## src/rtl/led_cube_anim_sequencer.sv

```systemverilog
// LED cube animation sequencer: walks the frames of the stored animations,
// holds each frame for FRAME_TICKS cycles, forms the frame-memory read
// address and gates the data outputs with a 16-level brightness PWM.
module led_cube_anim_sequencer #(
    parameter int N_ANIM      = 7,
    parameter int FRAMES      = 150,
    parameter int BPF         = 64,
    parameter int FRAME_TICKS = 1500000,
    parameter int LOOPS       = 5,
    localparam int AIW = (N_ANIM > 1) ? $clog2(N_ANIM) : 1,
    localparam int FIW = $clog2(FRAMES),
    localparam int BW  = (BPF > 1) ? $clog2(BPF) : 1,
    localparam int AW  = $clog2(N_ANIM * FRAMES * BPF)
) (
    input  logic           clk,
    input  logic           rst,
    input  logic           start,
    input  logic           stop,
    input  logic [1:0]     mode,
    input  logic [AIW-1:0] anim_sel,
    input  logic [3:0]     brightness,
    input  logic [BW-1:0]  byte_addr,
    output logic [AW-1:0]  mem_addr,
    output logic           frame_start,
    output logic           frame_stop,
    output logic           blank,
    output logic [AIW-1:0] anim_idx,
    output logic [FIW-1:0] frame_idx,
    output logic           busy,
    output logic           anim_wrap
);

    localparam int TW = (FRAME_TICKS > 1) ? $clog2(FRAME_TICKS) : 1;
    localparam int LW = (LOOPS > 1) ? $clog2(LOOPS) : 1;

    localparam logic [FIW-1:0] LAST_FRAME   = FIW'(FRAMES - 1);
    localparam logic [FIW-1:0] PRE_LAST     = FIW'(FRAMES - 2);
    localparam logic [AIW-1:0] LAST_ANIM    = AIW'(N_ANIM - 1);
    localparam logic [TW-1:0]  LAST_TICK    = TW'(FRAME_TICKS - 1);
    localparam logic [LW-1:0]  LAST_LOOP    = LW'(LOOPS - 1);
    localparam logic [AW-1:0]  ANIM_STRIDE  = AW'(FRAMES * BPF);
    localparam logic [AW-1:0]  FRAME_STRIDE = AW'(BPF);

    typedef enum logic [1:0] {
        S_IDLE    = 2'd0,
        S_LOAD    = 2'd1,
        S_DRIVE   = 2'd2,
        S_ADVANCE = 2'd3
    } state_t;

    state_t         state_q, state_d;
    logic [1:0]     mode_q, mode_d;
    logic [AIW-1:0] anim_q, anim_d;
    logic [FIW-1:0] frame_q, frame_d;
    logic           dir_q, dir_d;        // ping-pong direction, 1 = counting down
    logic [TW-1:0]  timer_q, timer_d;
    logic [LW-1:0]  loop_q, loop_d;
    logic [3:0]     pwm_q, pwm_d;
    logic [3:0]     bright_q;
    logic [AW-1:0]  mem_addr_q;
    logic           frame_stop_q, frame_stop_d;
    logic           anim_wrap_q, anim_wrap_d;
    logic [FIW-1:0] nf;
    logic           nd;
    logic           halt;

    // Out-of-range selections fall back to animation 0.
    function automatic logic [AIW-1:0] clamp_sel(input logic [AIW-1:0] sel);
        return ({1'b0, sel} >= (AIW + 1)'(N_ANIM)) ? '0 : sel;
    endfunction

    // FSM state register
    always_ff @(posedge clk) begin
        if (rst) state_q <= S_IDLE;
        else     state_q <= state_d;
    end

    // Next-state and index stepping; indices move on entry to LOAD/ADVANCE so
    // they are already valid while frame_start is high.
    always_comb begin
        state_d      = state_q;
        mode_d       = mode_q;
        anim_d       = anim_q;
        frame_d      = frame_q;
        dir_d        = dir_q;
        timer_d      = timer_q;
        loop_d       = loop_q;
        pwm_d        = pwm_q;
        anim_wrap_d  = 1'b0;
        frame_stop_d = 1'b0;
        halt         = 1'b0;
        nf           = frame_q;
        nd           = dir_q;
        case (state_q)
            S_IDLE: begin
                if (start && mode != 2'd0) begin
                    state_d = S_LOAD;
                    mode_d  = mode;
                    anim_d  = (mode == 2'd1) ? '0 : clamp_sel(anim_sel);
                    frame_d = '0;
                    dir_d   = 1'b0;
                    timer_d = '0;
                    loop_d  = '0;
                end
            end
            S_LOAD: begin
                state_d = S_DRIVE;
                timer_d = '0;
            end
            S_DRIVE: begin
                pwm_d = pwm_q + 4'd1;
                if (timer_q == LAST_TICK) begin
                    timer_d = '0;
                    state_d = S_ADVANCE;
                    if (mode_q == 2'd3) begin
                        if (!dir_q) begin
                            if (frame_q == LAST_FRAME) begin
                                nf = PRE_LAST;
                                nd = 1'b1;
                            end else begin
                                nf = frame_q + 1'b1;
                            end
                        end else begin
                            if (frame_q == '0) begin
                                nf = FIW'(1);
                                nd = 1'b0;
                            end else begin
                                nf = frame_q - 1'b1;
                            end
                        end
                    end else begin
                        nf = (frame_q == LAST_FRAME) ? '0 : frame_q + 1'b1;
                    end
                    frame_d = nf;
                    dir_d   = nd;
                    // Returning to frame 0 is the only point where mode/anim_sel are taken.
                    if (nf == '0) begin
                        if (mode == 2'd0) begin
                            halt = 1'b1;
                        end else begin
                            mode_d = mode;
                            dir_d  = 1'b0;
                            if (mode == 2'd1) begin
                                if (mode_q == 2'd1) begin
                                    if (loop_q == LAST_LOOP) begin
                                        loop_d = '0;
                                        if (anim_q == LAST_ANIM) begin
                                            anim_d      = '0;
                                            anim_wrap_d = 1'b1;
                                        end else begin
                                            anim_d = anim_q + 1'b1;
                                        end
                                    end else begin
                                        loop_d = loop_q + 1'b1;
                                    end
                                end else begin
                                    loop_d = '0;
                                end
                            end else begin
                                anim_d = clamp_sel(anim_sel);
                                loop_d = '0;
                            end
                        end
                    end
                end else begin
                    timer_d = timer_q + 1'b1;
                end
            end
            S_ADVANCE: begin
                state_d = S_DRIVE;
                timer_d = '0;
            end
            default: state_d = S_IDLE;
        endcase
        if (stop || halt) begin
            state_d      = S_IDLE;
            mode_d       = 2'd0;
            anim_d       = '0;
            frame_d      = '0;
            dir_d        = 1'b0;
            timer_d      = '0;
            loop_d       = '0;
            pwm_d        = 4'd0;
            anim_wrap_d  = 1'b0;
            frame_stop_d = (state_q != S_IDLE);
        end
    end

    // Playback registers, brightness sample and registered read address
    always_ff @(posedge clk) begin
        if (rst) begin
            mode_q       <= 2'd0;
            anim_q       <= '0;
            frame_q      <= '0;
            dir_q        <= 1'b0;
            timer_q      <= '0;
            loop_q       <= '0;
            pwm_q        <= 4'd0;
            bright_q     <= 4'd0;
            mem_addr_q   <= '0;
            frame_stop_q <= 1'b0;
            anim_wrap_q  <= 1'b0;
        end else begin
            mode_q       <= mode_d;
            anim_q       <= anim_d;
            frame_q      <= frame_d;
            dir_q        <= dir_d;
            timer_q      <= timer_d;
            loop_q       <= loop_d;
            pwm_q        <= pwm_d;
            bright_q     <= brightness;
            mem_addr_q   <= AW'(anim_q) * ANIM_STRIDE + AW'(frame_q) * FRAME_STRIDE + AW'(byte_addr);
            frame_stop_q <= frame_stop_d;
            anim_wrap_q  <= anim_wrap_d;
        end
    end

    assign busy        = (state_q != S_IDLE);
    assign frame_start = (state_q == S_LOAD) || (state_q == S_ADVANCE);
    assign blank       = !(busy && (pwm_q < bright_q));
    assign mem_addr    = mem_addr_q;
    assign frame_stop  = frame_stop_q;
    assign anim_wrap   = anim_wrap_q;
    assign anim_idx    = anim_q;
    assign frame_idx   = frame_q;

endmodule

```

## config.mk

```make
export PLATFORM = sky130hd
export DESIGN_NAME = led_cube_anim_sequencer
export DESIGN_NICKNAME = d
export VERILOG_FILES = /design/src/rtl/led_cube_anim_sequencer.sv
export SDC_FILE = /design/constraint.sdc
export NUM_CORES = 1
export LEC_CHECK = 0
export ABC_CLOCK_PERIOD_IN_PS = 3100
export CELL_PAD_IN_SITES_DETAIL_PLACEMENT = 0
export CELL_PAD_IN_SITES_GLOBAL_PLACEMENT = 1
export CORE_ASPECT_RATIO = 2
export CORE_MARGIN = 5
export CORE_UTILIZATION = 40
export DETAILED_ROUTE_END_ITERATION = 8
export DONT_BUFFER_PORTS = 1
export MAX_ROUTING_LAYER = met4
export PLACE_DENSITY = 0.69
export SETUP_SLACK_MARGIN = 0.02
export SLEW_MARGIN = 20
export SYNTH_ARGS = -nofsm -noshare
export SYNTH_HDL_FRONTEND = slang
export SYNTH_SLANG_ARGS = --single-unit
```

## constraint.sdc

```tcl
create_clock -name clk -period 3.1 [get_ports clk]
set_clock_uncertainty 0.05 [all_clocks]
set_input_delay 0.62 -clock clk [delete_from_list [all_inputs] [get_ports clk]]
set_output_delay 0.62 -clock clk [all_outputs]
set_load 0.005 [all_outputs]
```

==> reports/metrics.cfg <==
[run_status]
outcome = finished clean

[cells_and_area]
syn2layout_area_growth_pct = 15.0
layout-drive-gt1-share_pct = 11.4
mostFrequentLayoutCell = dfxtp_1
layout_common_cells = 66 x dfxtp_1, 48 x nor2_1, 48 x a21oi_1
stdcell_count = 642
fillers = 997
antenna_cells = 0
design_area_um2 = 4600
nets = 552

[clock_tree]
cts_resized = 0
cts_root_buf = clkbuf_16
cts_buffers = 9
cts_tree = built
h-tree-depth = 3
cts_setup_buffers = 0
path_clk_slew_ps = 60
cts_buffer_depth = 2
clock_latency_ps = 330
hold_buffers = 0
clock_sinks = 67

[power_and_ir_drop]
powerDensity_nw_per_um2 = 471
ir_drop_mv = 0.331
p_leak_nw = 1.76
p_clk_share_pct = 54.0
switchingPower_mw = 0.469
p_seq_share_pct = 40.8
p_int_mw = 1.70
switching_share_pct = 21.6
p_comb_share_pct = 5.2

[floorplanning]
core_um2 = 9760
core.rowCount = 51
die_w_um = 80.8
die_h_um = 152
dieArea_um2 = 12200
start_util_pct = 41.0
ioPinCount = 52

[synth]
synth-async-reset-ratio_pct = 0
ys_warn_count = 0
syn_area_per_cell_um2 = 8.11
ys.flop_type = dfxtp_1
synthesis.nets = 540
netlist_instances = 494
ys_ff_latch = 67
synth_edf_count = 0
netlist-cell-type-count = 62
syn_area_um2 = 4010
yosysSeqAreaShare_pct = 33.5

[setup_path]
required_ps = 3290
critPathKind = reg -> reg
r2r-start = frame_idx[3]
r2r_cells = 8
worstPathMaxFanout = 11
cp-startpoint = frame_idx[3]
rr_endpoint = anim_wrap
reg2reg_slack_ps = 170
crit_arrival_ps = 3120
critPathLaunchType = flop
worstSetupEndpointType = flop

[detailed_routing]
wl_per_cell_um = 17.8
drc = 0
dr.first_iter.drc_count = 182
via_per_inst = 5.88
via_count = 3772
routed_wl_um = 11400
drtPass1Iterations = 4
antenna_left = 0

[global_route]
antenna_found_initial = 0
grt_use_total_pct = 19.8
grt_overflow_total = 0
grt_pass1_wl_um = 18100
grt_pass1_vias = 3743
grt_max_degree = 37

[timing]
worst_pin_slew_ps = 583
period_needed_ps = 2930
post-route-period-util_pct = 94.5
setup_violations = 0
max-slew-margin-rel_pct = 60.6
rsz0062_at_grt = false
finalWorstSetupSlack_ps = 171
slew_viol_final = 0
finalHoldViolations = 0
setup_tns_ps = 0
timing.fmax_mhz = 341

[worst_hold_path]
whs_path_depth = 1
hp-class = in -> reg
min_from = rst
holdPathEnd = mem_addr[15]

[place]
portBuffers = 0
hpwl_um = 8780
postPlaceCellArea_um2 = 4250
dp_cells = 627
place.gp.congestion = 0.913
dp_slack_ps = 114

[flow_run]
maxCapViolations = 0

worst max-delay path by stage:
stage / to / slack, ps
final: anim_wrap / 170
after global routing: mem_addr[16] / 30
after global placement: anim_wrap / 150
after detailed placement: anim_wrap / 110
after floorplan: timer_q[17] / 220
after CTS: anim_wrap / 100
through the flow:
stage	hold WS [ps]	total power, mW	util [%]
finish	305	2.17	47.2
detailed placement	432	1.02	43.5
floorplan	406	0.989	-
global placement	419	1.02	43.5
CTS	295	2.19	47.0
global route	293	2.25	47.2
metal layers:
metal / global-route usage, % / routed length (µm) / share of wire (%) / vias up
li1: - / - / - / 1828
met1: 18.6 / 4060 / 36 / 1806
met3: 4.26 / 493 / 4.3 / 32
met5: - / 0 / 0 / -
met2: 37.6 / 6520 / 57 / 106
met4: 8.21 / 328 / 2.9 / 0
power by group through the flow:
stage | combinational, mW | clock, mW | sequential (mW)
2_1_floorplan | 0.0869 | 0 | 0.902
3_3_place_gp | 0.113 | 0 | 0.905
3_5_place_dp | 0.116 | 0 | 0.905
4_1_cts | 0.116 | 1.19 | 0.886
5_1_grt | 0.128 | 1.23 | 0.887
6_report | 0.114 | 1.17 | 0.886
worst max-delay path, cell delays in order, from the launching register on:
cell and delay, ps:
dfxtp_1 610, and4b_1 330, and2_0 190, o32ai_1 470, a211oi_2 170, and3_4 210, a311o_1 360, buf_4 200
nor4_2 240
cells in the mapped netlist, types with 4 or more instances:
library cell,instances,share of area [%]
dfxtp_1,67,33
a21oi_1,48,6.0
nor2_1,48,4.5
nand2_1,37,3.5
o21ai_0,28,3.5
ha_1,25,7.8
inv_1,21,2.0
nand3_1,18,2.2
nor2b_1,15,2.3
clkbuf_1,14,1.3
a21o_1,9,1.7
nand4_1,9,1.4
xnor2_1,9,2.0
and3_1,8,1.2
nor3_1,8,1.0
a31oi_1,7,1.1
nand2b_1,7,1.1
nor4_1,7,1.1
xor2_1,7,1.5
buf_2,6,0.75
or3_1,6,0.94
a22oi_1,5,0.94
a311o_1,5,1.2
a311oi_1,5,1.1
and2_1,5,0.78
or4_1,5,0.94
a211oi_1,4,0.75
buf_6,4,1.1
nor3b_1,4,0.75
logic make-up (layout without fill, tap and decap cells):
kind of cell | Yosys count | in the layout | share of synthesized area [%]
fa+ha+maj | 27 | 27 | 8.81
xor+xnor | 16 | 16 | 3.50
buf+inv | 46 | 62 | 5.25
mux | 1 | 1 | 0.250
simple gates | 197 | 197 | 26.1
flops | 67 | 67 | 33.5
compound gates | 140 | 140 | 22.6
sequential cells by signal (all words and copies together) (netlist names):
name	cells
frame_stop	1
frame_idx	8
anim_wrap	1
bright_q	4
mode_q	2
timer_q	21
loop_q	3
dir_q	1
pwm_q	4
mem_addr	17
state_q	2
anim_idx	3
layout make-up:
class	instances	area (µm²)	area share [%]
multi-input cells	381	2470	53.7
clock inverters	6	114	2.47
repair buffers	26	208	4.51
inverters	21	78.8	1.71
flip-flops and latches	67	1340	29.2
well taps	132	165	3.59
clock buffers	9	225	4.89
(Power assumes the default switching activity.)
